$ cat src/rtl/node_tx_port_pkg.sv
// Shared types for the node-side router transmitter: packet format,
// node addressing and the transmit handshake states.
package RouterPkg;

    localparam int NODE_MAX = 5;

    typedef logic [2:0] node_t;

    typedef struct packed {
        node_t      dest;
        node_t      src;
        logic [7:0] payload;
    } pkt_t;

    typedef enum logic [1:0] {
        IDLE,
        OFFER,
        ACK,
        DROP
    } tx_state_t;

    function automatic logic dest_ok(input pkt_t p);
        return p.dest <= node_t'(NODE_MAX);
    endfunction

endpackage

$ cat src/rtl/node_tx_port_fifo.sv
// Small packet FIFO with single-cycle push/pop and a combinational head.
// Storage is not reset; only pointers and occupancy are.
module pkt_fifo
    import RouterPkg::*;
#(
    parameter int DEPTH = 4
) (
    input  logic                       clock,
    input  logic                       reset,
    input  logic                       push_i,
    input  pkt_t                       push_data_i,
    input  logic                       pop_i,
    output pkt_t                       head_o,
    output logic [$clog2(DEPTH+1)-1:0] count_o,
    output logic                       full_o,
    output logic                       empty_o
);

    localparam int PW = $clog2(DEPTH);
    localparam int CW = $clog2(DEPTH + 1);
    localparam logic [CW-1:0] FULL_CNT = CW'(DEPTH);
    localparam logic [CW-1:0] CNT_ONE  = CW'(1);
    localparam logic [PW-1:0] PTR_ONE  = PW'(1);

    pkt_t          mem_q [DEPTH];
    logic [PW-1:0] wr_ptr_q, wr_ptr_d;
    logic [PW-1:0] rd_ptr_q, rd_ptr_d;
    logic [CW-1:0] count_q, count_d;
    logic          do_push, do_pop;

    assign full_o  = (count_q == FULL_CNT);
    assign empty_o = (count_q == '0);
    assign do_push = push_i && !full_o;
    assign do_pop  = pop_i && !empty_o;
    assign head_o  = mem_q[rd_ptr_q];
    assign count_o = count_q;

    always_comb begin
        wr_ptr_d = wr_ptr_q;
        rd_ptr_d = rd_ptr_q;
        count_d  = count_q;
        if (do_push) wr_ptr_d = wr_ptr_q + PTR_ONE;
        if (do_pop)  rd_ptr_d = rd_ptr_q + PTR_ONE;
        case ({do_push, do_pop})
            2'b10:   count_d = count_q + CNT_ONE;
            2'b01:   count_d = count_q - CNT_ONE;
            default: count_d = count_q;
        endcase
    end

    always_ff @(posedge clock) begin
        if (do_push) mem_q[wr_ptr_q] <= push_data_i;
    end

    always_ff @(posedge clock or posedge reset) begin
        if (reset) begin
            wr_ptr_q <= '0;
            rd_ptr_q <= '0;
            count_q  <= '0;
        end else begin
            wr_ptr_q <= wr_ptr_d;
            rd_ptr_q <= rd_ptr_d;
            count_q  <= count_d;
        end
    end

endmodule

$ cat src/rtl/node_tx_port.sv
// Node-side transmitter: queues local packets and offers the FIFO head to a
// router input port with a four-phase routed handshake, timeout and counters.
module node_tx_port
    import RouterPkg::*;
#(
    parameter int DEPTH       = 4,
    parameter int TIMEOUT_CYC = 64,
    parameter int CNT_W       = 16
) (
    input  logic                       clock,
    input  logic                       reset,
    input  pkt_t                       pkt_in,
    input  logic                       pkt_valid_in,
    output logic                       pkt_ready_out,
    output pkt_t                       data_out,
    output logic                       data_ready_out,
    input  logic                       data_routed_in,
    output logic [$clog2(DEPTH+1)-1:0] count_out,
    output logic [CNT_W-1:0]           sent_count,
    output logic                       err_bad_dest,
    output logic                       err_timeout
);

    localparam int TW = $clog2(TIMEOUT_CYC);
    localparam logic [TW-1:0]    T_LAST  = TW'(TIMEOUT_CYC - 1);
    localparam logic [TW-1:0]    T_ONE   = TW'(1);
    localparam logic [CNT_W-1:0] CNT_ONE = CNT_W'(1);

    tx_state_t        state_q, state_d;
    logic [TW-1:0]    timer_q, timer_d;
    pkt_t             data_q, data_d;
    logic [CNT_W-1:0] sent_q, sent_d;
    logic             bad_q, bad_d;
    logic             to_q, to_d;
    logic             avail_q;

    logic accept, push, pop, full, empty;
    pkt_t head;

    assign accept = pkt_valid_in && !full;
    assign push   = accept && dest_ok(pkt_in);
    assign bad_d  = accept && !dest_ok(pkt_in);

    pkt_fifo #(.DEPTH(DEPTH)) u_fifo (
        .clock       (clock),
        .reset       (reset),
        .push_i      (push),
        .push_data_i (pkt_in),
        .pop_i       (pop),
        .head_o      (head),
        .count_o     (count_out),
        .full_o      (full),
        .empty_o     (empty)
    );

    // The head must have been present for a full cycle (avail_q) before it is
    // offered, giving a two-edge push-to-offer latency.
    always_comb begin
        state_d = state_q;
        timer_d = timer_q;
        data_d  = data_q;
        sent_d  = sent_q;
        to_d    = 1'b0;
        pop     = 1'b0;
        case (state_q)
            IDLE: begin
                if (avail_q && !empty && !data_routed_in) begin
                    state_d = OFFER;
                    data_d  = head;
                    timer_d = '0;
                end
            end
            OFFER: begin
                timer_d = timer_q + T_ONE;
                if (data_routed_in) begin
                    state_d = ACK;
                    pop     = 1'b1;
                    sent_d  = sent_q + CNT_ONE;
                    data_d  = '0;
                end else if (timer_q == T_LAST) begin
                    state_d = DROP;
                    pop     = 1'b1;
                    to_d    = 1'b1;
                    data_d  = '0;
                end
            end
            ACK: begin
                if (!data_routed_in) state_d = IDLE;
            end
            DROP:    state_d = IDLE;
            default: state_d = IDLE;
        endcase
    end

    always_ff @(posedge clock or posedge reset) begin
        if (reset) begin
            state_q <= IDLE;
            timer_q <= '0;
            data_q  <= '0;
            sent_q  <= '0;
            bad_q   <= 1'b0;
            to_q    <= 1'b0;
            avail_q <= 1'b0;
        end else begin
            state_q <= state_d;
            timer_q <= timer_d;
            data_q  <= data_d;
            sent_q  <= sent_d;
            bad_q   <= bad_d;
            to_q    <= to_d;
            avail_q <= !empty;
        end
    end

    assign pkt_ready_out  = !full;
    assign data_out       = data_q;
    assign data_ready_out = (state_q == OFFER);
    assign sent_count     = sent_q;
    assign err_bad_dest   = bad_q;
    assign err_timeout    = to_q;

endmodule

$ cat config.mk
export PLATFORM = sky130hd
export DESIGN_NAME = node_tx_port
export DESIGN_NICKNAME = d
export VERILOG_FILES = /design/src/rtl/node_tx_port_pkg.sv /design/src/rtl/node_tx_port_fifo.sv /design/src/rtl/node_tx_port.sv
export SDC_FILE = /design/constraint.sdc
export NUM_CORES = 1
export LEC_CHECK = 0
export CAP_MARGIN = 10
export CORE_MARGIN = 2
export CORE_UTILIZATION = 40
export CTS_CLUSTER_DIAMETER = 100
export DETAILED_ROUTE_END_ITERATION = 10
export GPL_TIMING_DRIVEN = 0
export SLEW_MARGIN = 30
export SYNTH_ARGS = -nofsm -noshare
export SYNTH_HDL_FRONTEND = slang
export SYNTH_SLANG_ARGS = --single-unit
$ cat constraint.sdc
create_clock -name clock -period 2.92 [get_ports clock]
set_clock_uncertainty 0.15 [all_clocks]
set_input_delay 0.438 -clock clock [delete_from_list [all_inputs] [get_ports clock]]
set_output_delay 0.438 -clock clock [all_outputs]
set_load 0.03 [all_outputs]
==> run metrics, run 1 <==
status=complete, no violations; Setup Viol. Count Final=0; Via Count=2357; GR Util All Layers=13.52%; pin count of the biggest net entering global routing=49; GPL Wtd Cong=0.7235; total CTS buffers=9; fraction of layout instances using a drive strength above 1=15.76%; Starting Density=41.31%; setup_tns=0 ns; Syn. warnings=0; synthesized area per cell=15.30 sq um; fraction of registers with async set/reset=46.15%; Hold Vio Cnt, Final=0; Period Utilization, post-route=87.95%; # IOs=55; Cell Area, Synth=4284 sq um; critical path class=reg -> out; total grt overflow=0; crit-path max FO=9; crit path launch=state_q[1]; slew margin rel.=50.40%; IO Port Bufs=53; DR iter-0 viols=120; Final #Nets=370; Util after Layout=49.83%; Die Span Y=107.5 um; Area Overhead vs Synth=20.62%; DRT Pass-1 Iters=4; Post-route DRC=0; CTS Buffer Depth=2; number of synthesized flops with an enable pin=56; Arrival @ worst endpoint=1.98 ns; Clk Tree Root Cell=clkbuf_8; ys flop type=edfxtp_1; clock slew at reported path FFs=0.09 ns; peak supply drop=0.0005386 V; via/cell ratio=4.860; max cap viols=0; die width=107.5 um; CTS sink cnt=104; Final ANT Viol Nets=0; RSZ-0062 raised after global routing=false; Final Slew Violations=0; Crit path required time=2.33 ns; vias in the first global route=2279; core box area=10370 sq um; Pleak=2.002 nW; Worst R2R Setup Slack=0.45 ns; htree depth=3; Post-CTS Setup Repair Bufs=0; Period minus WS final=2.568 ns; DRT Wirelength=7339 um; Post-CTS Resized=0; CTS Hold Bufs=0; fmax=389.4 MHz; worst skew pair latency=0.36 ns; Yosys reg bits=104; Worst R2R Start=u_fifo.count_o[2]; Die Area=11550 sq um; register area share after synthesis=67.29%; Worst Setup Start Kind=register; PD cells=914.1 nW/um^2; first-pass GRT wire length=11760 um; number of diodes=0; initial antenna violation count=0; CP Capture Point=data_ready_out; path type of the worst min-delay path=in -> reg; Synth cell types=36; Routed wire per std cell=15.13 um; row count=37; slew of the pin with the lowest slew margin=0.7439 ns; Worst Reg-to-Reg Cells=9; Synth Instances=280; syn_nets=306; FF-to-FF End=u_fifo.count_o[2]; HPWL after DPL=4993 um; endpoint type of the worst setup path=output port; CTS tree=built
## power breakdown
part / switching [W] / internal [W]
clock: 0.000499 / 0.000319
combinational: 0.000986 / 0.000812
sequential: 0.000223 / 0.00188
## final cells by class
type,instances,area [sq um]
Clock buffer,9,123.9
Fill cell,910,5202
Buffer,7,50.05
Timing Repair Buffer,53,530.5
Tap cell,136,170.2
Multi-Input combinational cell,133,1216
Inverter,36,137.6
Sequential cell,104,2883
Clock inverter,7,56.30
## synthesized netlist by cell type (2+ instances only)
cell type / count / area share (%)
nand3_1: 6 / 0.70
nor2_1: 11 / 0.96
and2_1: 5 / 0.73
a21oi_1: 7 / 0.82
nor4_1: 2 / 0.29
edfxtp_1: 56 / 39
ha_1: 7 / 2.0
mux4_2: 14 / 7.4
xor2_1: 8 / 1.6
o22ai_1: 4 / 0.58
nand2_1: 14 / 1.2
nand4_1: 6 / 0.88
mux2_2: 2 / 0.53
inv_1: 35 / 3.1
o22ai_2: 10 / 2.9
buf_6: 2 / 0.53
dfrtp_1: 48 / 28
a31oi_4: 2 / 0.99
nand4b_1: 2 / 0.41
nor3_1: 2 / 0.23
o21ai_0: 4 / 0.47
and3_1: 2 / 0.29
buf_2: 4 / 0.47
nand3b_1: 2 / 0.35
xnor2_1: 14 / 2.9
## cell usage in the layout, fill, tap and decap left out, types with 2 or more instances in the layout
master and instances:
clkbuf_8 9, and2_1 5, mux2_2 2, xor2_1 8, nand3_1 6, edfxtp_1 56
a31oi_4 2, nand2_1 14, mux4_2 14, dfrtp_1 48, o22ai_2 10, nand3b_1 2
buf_6 2, clkdlybuf4s50_1 53, xnor2_1 14, nand4b_1 2, o22ai_1 4, clkinvlp_4 3
and3_1 2, nand4_1 6, o21ai_0 4, inv_1 34, nor2_1 11, buf_2 4
nor4_1 2, nor3_1 2, a21oi_1 7, ha_1 7
## sequential cells by signal, indices dropped and copies added, names as in the netlist
signal / cells
u_fifo.count_o: 3
err_bad_dest: 1
u_fifo.rd_ptr_q: 2
avail_q: 1
u_fifo.mem_q: 56
state_q: 2
data_out: 14
timer_q: 6
u_fifo.wr_ptr_q: 2
sent_count: 16
err_timeout: 1
## worst min-delay path by stage
| stage | endpoint | slack [ns] | startpoint | depth (start not counted) |
|---|---|---|---|---|
| after floorplan | timer_q[3] | 0.30 | timer_q[3] | 1 |
| after global placement | sent_count[15] | 0.31 | sent_count[15] | 1 |
| after detailed placement | sent_count[15] | 0.32 | sent_count[15] | 1 |
| after CTS | state_q[0] | 0.19 | data_routed_in | 2 |
| after global routing | state_q[0] | 0.19 | data_routed_in | 2 |
| final | state_q[0] | 0.21 | data_routed_in | 2 |
## kinds of logic after synthesis
group	share of synthesized area, %
flip-flops	67.29
multiplexers	8.148
XOR/XNOR	4.498
AO/OA/AOI/OAI	6.221
adder cells (fa/ha/maj)	2.512
AND/OR/NAND/NOR	7.010
buffers and inverters	4.322
## critical path, cell delays in order, from the launching register on
cell and delay (ns):
dfrtp_1 0.44, nand2b_1 0.27, inv_2 0.21, clkdlybuf4s50_1 0.70
## metal layers
metal  track usage, %  share of wire (%)
met1            18.61                 46
met2            21.11                 48
met3            3.632                4.2
met4            4.121                1.1
met5                0                  0
## per-stage QoR
stage	setup WS, ns	std cells	cell area [sq um]	total power, W	hold WS (ns)
global placement	0.1438	469	4985	0.003934	0.3145
global route	0.2333	485	5167	0.005010	0.1915
CTS	0.3460	485	5167	0.004792	0.1884
finish	0.3518	485	5167	0.004724	0.2081
detailed placement	0.1229	469	4987	0.003971	0.3173
floorplan	0.3717	280	4284	0.003374	0.3040
Power figures use the tool's default switching activity.
==> run 2, diff against run 1 <==
CORE_MARGIN = unset   (was 2)
==> run 2 against run 1 <==
Net effect: count of clock-buffer cells in the layout unchanged; combinational power about the same; design area up 0.80%; sequential share of layout area down 0.44 points; critical path type unchanged; largest cell class unchanged.
==> run metrics, run 2 (synthesis gave the netlist of run 1 again) <==
Post-route DRC=0 (unchanged); Crit path required time=2.33 ns (about the same); GR Util All Layers=14.85% (+1.3 points); fraction of layout instances using a drive strength above 1=15.43% (-0.33 points); final cell count without fillers=486 (+0.21%); worst skew pair latency=0.36 ns (about the same); HPWL after DPL=4908 um (-1.7%); # IOs=55 (unchanged); Starting Density=41.31% (unchanged); IO Port Bufs=53 (unchanged); vias in the first global route=2408 (+5.7%); Die Area=11130 sq um (-3.7%); Post-CTS Setup Repair Bufs=0 (unchanged); Die Span Y=105.5 um (-1.9%); Period minus WS final=2.608 ns (+0.04002 ns); CTS sink cnt=104 (unchanged); slew margin rel.=49.66% (-0.74 points); path type of the worst min-delay path=in -> reg; htree depth=3 (unchanged); Clk Tree Root Cell=clkbuf_8; hold path depth=2 (unchanged); crit-path max FO=9 (unchanged); Setup Viol. Count Final=0 (unchanged); Hold Vio Cnt, Final=0 (unchanged); max cap viols=0 (unchanged); DR iter-0 viols=106 (-12%); WHS=0.1963 ns (-0.01183 ns); Final Slew Violations=0 (unchanged); core box area=10370 sq um (unchanged); Largest register FFs=56 (unchanged); number of diodes=0 (unchanged); status=complete, no violations; Post-CTS Resized=0 (unchanged); PD cells=921.4 nW/um^2 (+0.80%); DRT Wirelength=7401 um (+0.84%); Max stage delay on crit path=0.71 ns (about the same); clock slew at reported path FFs=0.09 ns (about the same); DRT Pass-1 Iters=4 (unchanged); GPL Wtd Cong=0.7170 (-0.90%); CTS Hold Bufs=0 (unchanged); slew of the pin with the lowest slew margin=0.7551 ns (+0.01114 ns); via/cell ratio=4.854 (-0.12%); most common cell after layout, fill and taps aside=edfxtp_1; pin count of the biggest net entering global routing=49 (unchanged); first-pass GRT wire length=12460 um (+5.9%); FF-to-FF End=u_fifo.count_o[2]; CTS tree=built; peak supply drop=0.0004625 V (-14%); Pleak=2.022 nW (+0.99%); Final ANT Viol Nets=0 (unchanged); Via Count=2359 (+0.085%); cell class contributing the biggest share of worst-path delay=buffers and inverters; Arrival @ worst endpoint=2.02 ns (+0.04 ns); CTS Buffer Depth=2 (unchanged); Crit path depth=3 (unchanged); commonest non-fill, non-tap cells in the layout=edfxtp_1, clkdlybuf4s50_1, dfrtp_1; CP Cell Sequence=nand2b_1 > inv_2 > clkdlybuf4s50_1; slowest CP cell=clkdlybuf4s50_1; most flop-heavy register=u_fifo.mem_q; total CTS buffers=9 (unchanged); Hold Startpoint=data_routed_in; Worst Reg-to-Reg Cells=9 (unchanged); RSZ-0062 raised after global routing=false; setup_tns=0 ns (unchanged); Period Utilization, post-route=89.32% (+1.4 points); critical path class=reg -> out; total chip power=0.004800 W (+1.6%); row count=37 (unchanged); Routed wire per std cell=15.23 um (+0.64%); Worst R2R Setup Slack=0.45 ns (about the same); total grt overflow=0 (unchanged); Final #Nets=371 (+0.27%); endpoint type of the worst setup path=output port; CP Buf/Inv Count=2 (unchanged); final worst slack=0.3117 ns (-0.04003 ns); Area Overhead vs Synth=21.58%; die width=105.5 um (-1.9%); fmax=383.4 MHz (-1.5%); Worst R2R Start=u_fifo.count_o[2]; placed cell count=470 (+0.21%); WHS Endpoint=state_q[0]; initial antenna violation count=0 (unchanged); Worst Setup Start Kind=register; pre-CTS setup slack=0.1314 ns (+0.008584 ns)
## run 2: cell count changes in the layout (fill, tap and decap cells not counted), sizes merged
cell | before | now
clkinv | 2 | 3
buf | 7 | 8
clkinvlp | 3 | 2
inv | 38 | 37
bufinv | 0 | 1
## run 2: per-stage QoR
stage | cell area (sq um) | util, %
after floorplan | 4284 | -
after global placement | 4985 | 48.07
after detailed placement | 5015 | 48.36
after CTS | 5209 | 50.23
after global routing | 5209 | 50.23
final | 5209 | 50.23
## run 2: metal layers
metal	vias to the layer above	wire length [um]	share of wire, %	GRT usage [%]
met2	55	3397	46	22.65
met5	-	0	0	0
li1	1134	-	-	-
met3	9	312	4.2	2.907
met4	0	99	1.3	6.944
met1	1161	3591	49	20.61
## run 2: final cells by class
cell class	count	area, sq um
clock inverter	7	70.07
buffer	7	50.05
timing repair buffer	54	558.0
sequential	104	2883
fill	922	5161
clock buffer	9	123.9
tap	136	170.2
multi-input combinational	133	1216
inverter	36	137.6
## run 2: worst max path at each step
stage                                    end               from  slack [ns]
after global routing          data_ready_out         state_q[0]        0.24
after floorplan            u_fifo.count_o[2]  u_fifo.count_o[0]        0.37
final                         data_ready_out         state_q[0]        0.31
after global placement    u_fifo.wr_ptr_q[0]              reset        0.13
after detailed placement   u_fifo.count_o[2]         pkt_in[13]        0.13
after CTS                     data_ready_out         state_q[0]        0.30
## run 2: where the power goes
group,internal [W],total (W),switching (W)
sequential,0.00188,0.00211,0.000228
combinational,0.000815,0.00181,0.000995
clock,0.000395,0.000877,0.000482
total,0.00309,0.00480,0.00170
